--- src/rtl/perf_event_reader.sv ---
// Perf-counter read side: NUM_EVENTS strobe counters with sticky overflow, an
// atomic snapshot bank, and a valid/ready record streamer for the log sink.

module perf_event_cnt #(
    parameter int CNT_WIDTH = 32
) (
    input  logic                 clk,
    input  logic                 rst,
    input  logic                 ev,
    input  logic                 snap_en,
    input  logic                 clr,
    output logic [CNT_WIDTH-1:0] snap,
    output logic                 snap_ovf
);
    logic [CNT_WIDTH-1:0] cnt;
    logic                 ovf;
    logic                 wrap;

    assign wrap = ev & (&cnt);

    always_ff @(posedge clk) begin
        if (rst) begin
            cnt      <= '0;
            ovf      <= 1'b0;
            snap     <= '0;
            snap_ovf <= 1'b0;
        end else begin
            if (snap_en) begin
                snap     <= cnt;
                snap_ovf <= ovf;
            end
            // A clearing snapshot still keeps this cycle's strobe
            if (snap_en && clr) begin
                cnt <= CNT_WIDTH'(ev);
                ovf <= 1'b0;
            end else begin
                cnt <= cnt + CNT_WIDTH'(ev);
                if (wrap) ovf <= 1'b1;
            end
        end
    end
endmodule

module perf_event_reader #(
    parameter int NUM_EVENTS = 8,
    parameter int CNT_WIDTH  = 32,
    parameter int ID_WIDTH   = $clog2(NUM_EVENTS)
) (
    input  logic                  clk,
    input  logic                  rst,
    input  logic [NUM_EVENTS-1:0] event_i,
    input  logic                  dump_req,
    input  logic                  clear_on_dump,
    output logic                  dump_busy,
    output logic                  dump_done,
    output logic                  out_valid,
    input  logic                  out_ready,
    output logic [ID_WIDTH-1:0]   out_id,
    output logic [CNT_WIDTH-1:0]  out_value,
    output logic                  out_ovf,
    output logic                  out_last
);
    typedef enum logic [1:0] {IDLE, STREAM, DONE} state_t;

    localparam logic [ID_WIDTH-1:0] LAST_ID = ID_WIDTH'(NUM_EVENTS - 1);

    state_t                               state, state_n;
    logic [ID_WIDTH-1:0]                  idx, idx_n;
    logic                                 start;
    logic [NUM_EVENTS-1:0][CNT_WIDTH-1:0] snap;
    logic [NUM_EVENTS-1:0]                snap_ovf;

    for (genvar g = 0; g < NUM_EVENTS; g++) begin : g_lane
        perf_event_cnt #(.CNT_WIDTH(CNT_WIDTH)) u_cnt (
            .clk      (clk),
            .rst      (rst),
            .ev       (event_i[g]),
            .snap_en  (start),
            .clr      (clear_on_dump),
            .snap     (snap[g]),
            .snap_ovf (snap_ovf[g])
        );
    end

    always_ff @(posedge clk) begin
        if (rst) begin
            state <= IDLE;
            idx   <= '0;
        end else begin
            state <= state_n;
            idx   <= idx_n;
        end
    end

    always_comb begin
        state_n   = state;
        idx_n     = idx;
        start     = 1'b0;
        out_valid = 1'b0;
        dump_busy = 1'b0;
        dump_done = 1'b0;
        case (state)
            IDLE: begin
                if (dump_req) begin
                    start   = 1'b1;
                    state_n = STREAM;
                    idx_n   = '0;
                end
            end
            STREAM: begin
                out_valid = 1'b1;
                dump_busy = 1'b1;
                if (out_ready) begin
                    if (idx == LAST_ID) begin
                        state_n = DONE;
                        idx_n   = '0;
                    end else begin
                        idx_n = idx + ID_WIDTH'(1);
                    end
                end
            end
            DONE: begin
                dump_busy = 1'b1;
                dump_done = 1'b1;
                state_n   = IDLE;
            end
            default: state_n = IDLE;
        endcase
    end

    // Outputs come only from registered state and the snapshot bank
    assign out_id    = idx;
    assign out_value = snap[idx];
    assign out_ovf   = snap_ovf[idx];
    assign out_last  = (state == STREAM) && (idx == LAST_ID);
endmodule

--- config.mk ---
export PLATFORM = sky130hd
export DESIGN_NAME = perf_event_reader
export DESIGN_NICKNAME = d
export VERILOG_FILES = /design/src/rtl/perf_event_reader.sv
export SDC_FILE = /design/constraint.sdc
export NUM_CORES = 1
export LEC_CHECK = 0
export CORE_ASPECT_RATIO = 0.75
export CORE_MARGIN = 5
export CORE_UTILIZATION = 51
export DETAILED_ROUTE_END_ITERATION = 16
export HOLD_SLACK_MARGIN = 0.12
export PLACE_DENSITY_LB_ADDON = 0.25
export SLEW_MARGIN = 10
export SYNTH_ARGS = -nofsm -noshare
export SYNTH_HDL_FRONTEND = slang
export SYNTH_SLANG_ARGS = --single-unit
--- constraint.sdc ---
create_clock -name clk -period 2.9 [get_ports clk]
set_clock_uncertainty 0.05 [all_clocks]
set_input_delay 0.58 -clock clk [delete_from_list [all_inputs] [get_ports clk]]
set_output_delay 0.58 -clock clk [all_outputs]
set_load 0.01 [all_outputs]
==> summary.txt <==
Final layout
  • Share of layout cells above drive strength 1: roughly 14%
  • Synth-to-layout area growth: 17.7%
  • Nets: around 2.8k
  • Most common cell after layout, fill and taps aside: nand2_1
  • # diodes: 0
  • Final Non-Filler Cells: approximately 3.4k
  • Most frequent cells in the layout: 623 x nand2_1, 530 x dfxtp_1, 300 x a21oi_1

Synth
  • EDFF count, synth: 0
  • Synth Cell Area: ~23000 um2
  • Synth Instances: between 2k and 3k
  • Distinct cells, synth: 44
  • Synth async-reset ratio: 0%
  • Synth Flop Type: dfxtp_1
  • Post-synthesis sequential area ratio: 46.6%
  • Largest family of logic cells by synthesized area: simple AND/OR/NAND/NOR gates
  • Syn. warnings: 0
  • Compound-Gate Fraction of Synth Area: 7.57%
  • Post-synthesis mux area share: just over 8%
  • Syn_nets: approximately 2.7k
  • Adder and majority gate portion of the synthesized area: between 1 and 1.5%
  • Post-Synth Simple-Gate Area: between 20% and 30%
  • Xor and xnor area share after synthesis: under 10%
  • Syn avg cell area: 8.64 um2
  • FF+latch count, synth: ~530

Clocking
  • TritonCTS clock tree: yes
  • Clock slew at reported path FFs: about 0.070 ns
  • CTS Buffer Depth: 3
  • H-tree Lvls: 2
  • CTS Hold Bufs: 0
  • Clk_lat worst skew: slightly below 0.6 ns
  • CTS Sinks: roughly 530
  • Root buffer cell: clkbuf_16
  • Num CTS Buffers: between 50 and 60

Critical path
  • Startpoint Class: flop
  • CP Capture Type: primary output
  • Worst path arrival time: ~2.4 ns
  • Critical path peak fanout: 5
  • WP data required: roughly 2.3 ns
  • Critical path type: reg -> out

Routing
  • DRT iter0 DRCs: 2373
  • Via count: between 15k and 20k
  • Drt via density: just under 6
  • TritonRoute pass-1 iters: 6
  • DRC errors left: 0
  • DRT antenna net count: 0
  • Wire per inst: 20.9 um
  • Final WL: between 70000 and 80000 um

Timing
  • # setup viols final: 24
  • Setup WS post-layout: -0.132 ns
  • Max-slew violations: 0
  • Final number of hold-violating endpoints: 0
  • RSZ-0062 raised after global routing: yes
  • Pin slew with the least headroom to its limit: a little under 0.9 ns
  • Max Fclk: 330 MHz
  • Final period util: 105%
  • Min Tclk post-route: a little over 3 ns
  • Max-Slew Margin vs Limit: around 41%

Run status
  • Failing checks: setup timing
  • Status: finished with violations

Global route
  • Remaining Overflow, GRT: 0
  • First-pass GRT wire length: between 100000 and 150000 um
  • Largest net degree at the start of global routing: between 100 and 150
  • Initial antenna violation count: 4
  • Number of global-route vias before repair: approximately 18k
  • Tot GR Track Use: between 20% and 30%

Floorplan
  • Die ar.: a little under 50000 um2
  • Site Rows: 67
  • Die Wd: around 250 um
  • IO Pins: 53
  • Chip Height: slightly below 200 um
  • Initial Util: about half
  • Core area: ~45000 um2

Pwr
  • Pleak: between 9 and 10 nW
  • PD cells: between 500 and 600 nW/um2
  • Peak VDD IR: a little under 0.0005 V

Placement
  • Dpl cells: 3207
  • Worst slack at placement: 0.125 ns
  • DP Wirelength: between 40000 and 50000 um
  • GP Congestion: 0.967
  • IO buf count: 52

Job
  • # Max-Cap Violations: 0

Hold path
  • Worst hold-check path type: in -> reg
-- sequential cells by signal (all words and copies together), names as in the netlist --
name                   cells
g_lane.u_cnt.snap_ovf      8
out_id                     3
state                      2
g_lane.u_cnt.snap        256
g_lane.u_cnt.ovf           8
g_lane.u_cnt.cnt         256
-- power breakdown --
part | switching (mW) | internal (mW)
registers | 0.0521 | 7.36
logic | 0.668 | 0.319
clock network | 2.87 | 4.35
total | 3.59 | 12.0
-- area by class of cell --
cell class	count	area [um2]
Sequential cell	533	10700
Multi-Input combinational cell	1941	11700
Tap cell	586	733
Timing Repair Buffer	175	1950
Fill cell	3747	17600
Clock buffer	71	1480
Clock inverter	20	332
Inverter	27	101
-- worst max-delay path, stage by stage, from the launching register on --
cell and delay, ns:
dfxtp_4 0.41, buf_6 0.14, buf_12 0.12, buf_6 0.11, mux4_2 0.58, mux2_4 0.32, buf_6 0.13
-- worst paths after layout --
path,slack [ns],startpoint,cells after the start,end
max,-0.13,out_id[1],6,out_value[20]
max reg2reg,0.59,state[1],6,g_lane[4].u_cnt.cnt[21]
min reg2reg,0.41,g_lane[7].u_cnt.snap[30],2,g_lane[7].u_cnt.snap[30]
min,0.25,rst,2,out_id[1]
-- synth_stat cells, types with 2 or more instances --
| cell | instances | area share, % |
|---|---|---|
| o21ai_0 | 29 | 0.63 |
| buf_1 | 26 | 0.43 |
| nor2_1 | 261 | 4.3 |
| or2_2 | 2 | 0.055 |
| nor2b_1 | 2 | 0.055 |
| clkbuf_1 | 120 | 2.0 |
| nand4_1 | 90 | 2.5 |
| mux2_2 | 33 | 1.6 |
| nor4_4 | 3 | 0.28 |
| or3_1 | 29 | 0.79 |
| and4_1 | 21 | 0.80 |
| xnor2_1 | 67 | 2.6 |
| nor3_2 | 3 | 0.13 |
| nand2_1 | 624 | 10 |
| and3_1 | 35 | 0.96 |
| mux4_2 | 66 | 6.5 |
| nor4_1 | 15 | 0.41 |
| a41oi_1 | 2 | 0.076 |
| buf_2 | 5 | 0.11 |
| mux2i_1 | 2 | 0.087 |
| a21oi_1 | 300 | 6.6 |
| nand4_2 | 2 | 0.11 |
| xor2_1 | 145 | 5.5 |
| ha_1 | 25 | 1.4 |
| nor4b_1 | 3 | 0.11 |
| nand4b_1 | 3 | 0.11 |
| or4_1 | 5 | 0.16 |
| nand3_1 | 111 | 2.4 |
| inv_1 | 27 | 0.44 |
| nor3_1 | 18 | 0.39 |
| dfxtp_1 | 533 | 47 |
| nor4_2 | 16 | 0.87 |
| a31oi_1 | 4 | 0.11 |
| and2_1 | 16 | 0.44 |
-- cells by family after synthesis --
family,count (synthesis)
adder cells (fa/ha/maj),25
AND/OR/NAND/NOR,1262
XOR/XNOR,212
buffers and inverters,179
flip-flops,533
multiplexers,101
AO/OA/AOI/OAI,341
-- per-layer routing --
layer  vias to the layer above  share of wire (%)  global-route usage, %
li1                       9190                  -                      -
met1                      9659                 46                   44.1
met2                       995                 39                   35.5
met3                       116                 12                   6.65
met4                         2                3.5                   9.06
met5                         -              0.021                      0
-- metrics by stage --
step | power, mW | setup TNS (ns) | util (%) | hold WS [ns] | cell area [um2]
floorplan | 8.11 | 0 | - | 0.381 | 22900
global placement | 8.41 | 0 | 54.5 | 0.390 | 24300
detailed placement | 8.43 | 0 | 54.5 | 0.397 | 24300
CTS | 15.7 | -1.73 | 60.2 | 0.219 | 26800
global route | 16.1 | -1.82 | 60.6 | 0.249 | 27000
finish | 15.6 | -1.19 | 60.6 | 0.250 | 27000
-- repair_timing --
item                                    in CTS  in global routing
buffers inserted                            41                  8
cloned                                       6                  2
endpoints found under the setup margin      34                 33
resized for setup                          209                 29
pin swaps                                    0                  0
No activity file was read; power rests on OpenSTA's default activity.
